File: config.mk
export PLATFORM = sky130hd
export DESIGN_NAME = uncached_axi_bridge
export DESIGN_NICKNAME = d
export VERILOG_FILES = /design/src/rtl/uncached_axi_bridge.sv
export SDC_FILE = /design/constraint.sdc
export NUM_CORES = 1
export LEC_CHECK = 0
export ABC_CLOCK_PERIOD_IN_PS = 3900
export CORE_AREA = 2 2 121 123
export DETAILED_ROUTE_END_ITERATION = 10
export DIE_AREA = 0 0 123 125
export DONT_BUFFER_PORTS = 1
export PLACE_DENSITY_LB_ADDON = 0.25
export REMOVE_ABC_BUFFERS = 1
export SETUP_SLACK_MARGIN = 0.1
export SYNTH_ARGS = -nofsm -noshare
export SYNTH_HDL_FRONTEND = slang
export SYNTH_SLANG_ARGS = --single-unit
File: constraint.sdc
create_clock -name clk -period 3.9 [get_ports clk]
set_input_delay 0.195 -clock clk [delete_from_list [all_inputs] [get_ports clk]]
set_output_delay 0.195 -clock clk [all_outputs]
set_load 0.01 [all_outputs]
File: src/rtl/uncached_axi_bridge.sv
// Bridges the core's SRAM-like uncached data request port onto single-beat AXI4
// reads and writes, one transaction outstanding at a time, in program order.
module uncached_axi_bridge #(
  parameter logic [3:0] AXI_ID = 4'd1
) (
  input  logic        clk,
  input  logic        rst,
  input  logic        req,
  input  logic        wr,
  input  logic [1:0]  size,
  input  logic [31:0] addr,
  input  logic [31:0] wdata,
  output logic        addr_ok,
  output logic        data_ok,
  output logic [31:0] rdata,
  output logic        resp_err,
  output logic [3:0]  arid,
  output logic [31:0] araddr,
  output logic [3:0]  arlen,
  output logic [2:0]  arsize,
  output logic [1:0]  arburst,
  output logic [1:0]  arlock,
  output logic [3:0]  arcache,
  output logic [2:0]  arprot,
  output logic        arvalid,
  input  logic        arready,
  input  logic [3:0]  rid,
  input  logic [31:0] rdata_axi,
  input  logic [1:0]  rresp,
  input  logic        rlast,
  input  logic        rvalid,
  output logic        rready,
  output logic [3:0]  awid,
  output logic [31:0] awaddr,
  output logic [3:0]  awlen,
  output logic [2:0]  awsize,
  output logic [1:0]  awburst,
  output logic [1:0]  awlock,
  output logic [3:0]  awcache,
  output logic [2:0]  awprot,
  output logic        awvalid,
  input  logic        awready,
  output logic [3:0]  wid,
  output logic [31:0] wdata_axi,
  output logic [3:0]  wstrb,
  output logic        wlast,
  output logic        wvalid,
  input  logic        wready,
  input  logic [3:0]  bid,
  input  logic [1:0]  bresp,
  input  logic        bvalid,
  output logic        bready
);

  typedef enum logic [2:0] {IDLE, RD_ADDR, RD_DATA, WR_REQ, WR_RESP, DONE} state_t;

  state_t      state, state_nxt;
  logic [31:0] addr_q, wdata_q, rdata_q;
  logic [1:0]  size_q;
  logic        aw_done, w_done, resp_err_q;
  logic        aw_hs, w_hs, wr_both_done;

  // IDs, the ignored response bits and rlast carry nothing this bridge needs.
  logic unused_inputs;
  assign unused_inputs = ^{rid, bid, rlast, rresp[0], bresp[0]};

  function automatic logic [3:0] strb_of(input logic [1:0] sz, input logic [1:0] off);
    case (sz)
      2'd0:    strb_of = 4'b0001 << off;
      2'd1:    strb_of = off[1] ? 4'b1100 : 4'b0011;
      default: strb_of = 4'b1111;
    endcase
  endfunction

  always_ff @(posedge clk) begin
    if (rst) begin
      state      <= IDLE;
      aw_done    <= 1'b0;
      w_done     <= 1'b0;
      rdata_q    <= '0;
      resp_err_q <= 1'b0;
    end else begin
      state <= state_nxt;
      case (state)
        RD_DATA: if (rvalid) begin
          rdata_q    <= rdata_axi;
          resp_err_q <= rresp[1];
        end
        WR_REQ: begin
          if (wr_both_done) begin
            aw_done <= 1'b0;
            w_done  <= 1'b0;
          end else begin
            if (aw_hs) aw_done <= 1'b1;
            if (w_hs)  w_done  <= 1'b1;
          end
        end
        WR_RESP: if (bvalid) resp_err_q <= bresp[1];
        DONE:    resp_err_q <= 1'b0;
        default: ;
      endcase
    end
  end

  // Request payload is plain data: captured on accept, never reset.
  always_ff @(posedge clk) begin
    if (state == IDLE && req) begin
      addr_q  <= addr;
      size_q  <= size;
      wdata_q <= wdata;
    end
  end

  always_comb begin
    state_nxt    = state;
    arvalid      = 1'b0;
    rready       = 1'b0;
    awvalid      = 1'b0;
    wvalid       = 1'b0;
    bready       = 1'b0;
    addr_ok      = 1'b0;
    data_ok      = 1'b0;
    aw_hs        = 1'b0;
    w_hs         = 1'b0;
    wr_both_done = 1'b0;
    case (state)
      IDLE: begin
        addr_ok = 1'b1;
        if (req) state_nxt = wr ? WR_REQ : RD_ADDR;
      end
      RD_ADDR: begin
        arvalid = 1'b1;
        if (arready) state_nxt = RD_DATA;
      end
      RD_DATA: begin
        rready = 1'b1;
        if (rvalid) state_nxt = DONE;
      end
      WR_REQ: begin
        awvalid      = !aw_done;
        wvalid       = !w_done;
        aw_hs        = awvalid && awready;
        w_hs         = wvalid && wready;
        wr_both_done = (aw_done || aw_hs) && (w_done || w_hs);
        if (wr_both_done) state_nxt = WR_RESP;
      end
      WR_RESP: begin
        bready = 1'b1;
        if (bvalid) state_nxt = DONE;
      end
      DONE: begin
        data_ok   = 1'b1;
        state_nxt = IDLE;
      end
      default: state_nxt = IDLE;
    endcase
  end

  assign rdata    = rdata_q;
  assign resp_err = resp_err_q;

  assign arid    = AXI_ID;
  assign araddr  = addr_q;
  assign arlen   = 4'd0;
  assign arsize  = (size_q == 2'd3) ? 3'b010 : {1'b0, size_q};
  assign arburst = 2'b01;
  assign arlock  = 2'b00;
  assign arcache = 4'd0;
  assign arprot  = 3'd0;

  assign awid    = AXI_ID;
  assign awaddr  = addr_q;
  assign awlen   = 4'd0;
  assign awsize  = arsize;
  assign awburst = 2'b01;
  assign awlock  = 2'b00;
  assign awcache = 4'd0;
  assign awprot  = 3'd0;

  assign wid       = AXI_ID;
  assign wdata_axi = wdata_q;
  assign wstrb     = strb_of(size_q, addr_q[1:0]);
  assign wlast     = 1'b1;

endmodule

==> out/metrics.yaml <==
run_status: "completed"
ys_types: 30
min_period_over_period_pct: 64.9
nFillCells: 1358
routabilityCongestion: 0.738
seq_area_frac_synth_pct: 66.3
cts_made_buffers: 9
die_h_um: 125
wl_um: 9390
htreeDepth: 3
ys.flop_type: "edfxtp_1"
grt_pass1_vias: 2477
cts-root-buf: "clkbuf_16"
drt-wirelength-per-cell_um: 15.7
netlist.top_cell.by_area: "edfxtp_1"
cts_resized: 0
num-nets-final: 528
ys_seq_elements: 104
die_w_um: 123
postSynthCellCount: 348
cts_sinks: 104
yosys-top-cells-count: "83 x buf_4, 69 x nand2_1, 66 x edfxtp_1"
grt-ovfl-total: 0
setup_viol: 0
antenna_found_initial: 1
async_flop_share_pct: 0
avgSynthCellArea_um2: 11.9
grtUsageTotal_pct: 11.4
cts_max_path_buffers: 2
worstSkewPairLatency_ns: 0.35
dp_slack_ns: 1.78
worst_slack_ns: 1.37
power_density_mw_per_mm2: 619
io_buffers: 0
p_leak_nw: 1.88
hpwlAfterDp_um: 6270
synth-edff-count: 66
cts_hold_buf: 98
io-pin-count: 309
rows: 44
drc: 0
grt_max_degree: 67
hold_path_depth: 2
core_mm2: 0.0142
first_pass_iters: 4
post-synth-top-area-fraction_pct: 47.9
routed_via_density: 4.25
cts_tree: "built"
end_kind: "flip-flop"
num_vias: 2543
start_util_pct: 29.1
drive_above_1_share_pct: 5.57
rsz0062_at_grt: "false"
synth.most_common_cell: "buf_4"
layout_min_cycle_time_ns: 2.53
tns_ns: 0
startpoint_type: "flip-flop"
fmax_mhz: 395
final_max_slew_viol_count: 0
irDropWorstVdd_mv: 0.259
grt_pass1_wl_um: 13200
postCtsSetupBuffers: 0
dieArea_mm2: 0.0154
crit_fanout: 32
drt_iter0_markers: 128
hold_violations: 0
slew_headroom_pct: 25.6
path_class: "reg2reg"
worstPathArrival_ns: 2.83
synth_area_mm2: 0.00414
skew_ns: 0.00846
critPathRequiredTime_ns: 4.19
r2r_cells: 5
yosys-top-cells-area: "edfxtp_1 48%, dfxtp_1 18%, buf_4 15%"
tightest_slew_ns: 1.12
ys_warn_count: 0
areaGrowthSynthToFinish_pct: 25.5
cap_violations: 0
clk_pin_slew_worst_paths_ns: 0.07
antenna_left: 0
worstHoldPathType: "in2reg"
kinds of logic after synthesis:
family | share of synthesized area (%)
AND/OR/NAND/NOR | 9.37
buffers and inverters | 16.6
multiplexers | 0.998
other | 0.182
AO/OA/AOI/OAI | 6.56
flip-flops | 66.3
state kept, by name, indices dropped and copies added, names as in the netlist:
name	count
araddr	32
aw_done	1
rdata	32
resp_err	1
size_q	2
state	3
w_done	1
wdata_axi	32
cell usage in the layout, fill, tap and decap left out, types with 3 or more instances in the layout:
master and instances:
inv_1 4, clkbuf_16 9, conb_1 45, dlygate4sd3_1 97
edfxtp_1 66, mux2i_1 3, dfxtp_1 38, nor3_1 3
a21oi_1 36, nor2_1 10, nand2_1 69, nor2b_1 3
power breakdown:
part	leakage [nW]	internal [mW]	total [mW]	switching, mW
Clock	0.154	0.516	0.945	0.429
Combinational	0.799	0.174	0.487	0.313
Sequential	0.932	1.47	1.78	0.310
critical path, stage by stage, from the launching register on:
cell           delay (ns)
dfxtp_1              0.43
inv_1                0.25
and3_1               0.94
nand2_1              0.15
a21oi_1              0.16
dlygate4sd3_1        0.55
final timing paths:
kind	startpoint	endpoint	slack, ns
hold reg to reg	rdata[7]	rdata[7]	0.51
setup / recovery	state[0]	rdata[30]	1.37
hold / removal	wready	w_done	0.02
setup reg to reg	state[0]	rdata[30]	1.37
cell type report:
class	count	area [um^2]	share of cell area, %
clock inverters	7	98.8	1.90
repair buffers	100	1010	19.4
multi-input cells	189	871	16.8
diodes	1	2.50	0.0482
clock buffers	9	225	4.34
inverters	4	15.0	0.289
flip-flops and latches	104	2740	52.8
well taps	184	230	4.43
metal layers:
metal  up-vias  GRT usage [%]  wire length, um
li1       1166              -                -
met1      1167           11.6             3430
met2       194           19.5             4620
met3        16           5.29             1110
met4         0           5.82              224
met5         -              0                0
stage by stage:
stage | instance area (um^2) | utilization, % | total power, mW | hold WS, ns | std cells
floorplan | 3630 | - | 2.07 | 0.264 | 297
global placement | 3870 | 27.3 | 2.20 | 0.267 | 483
detailed placement | 3870 | 27.3 | 2.22 | 0.269 | 483
CTS | 5190 | 36.5 | 3.26 | 0.00154 | 597
global route | 5190 | 36.5 | 3.40 | 0.0144 | 597
finish | 5190 | 36.5 | 3.22 | 0.0174 | 598
Power figures use the tool's default switching activity.
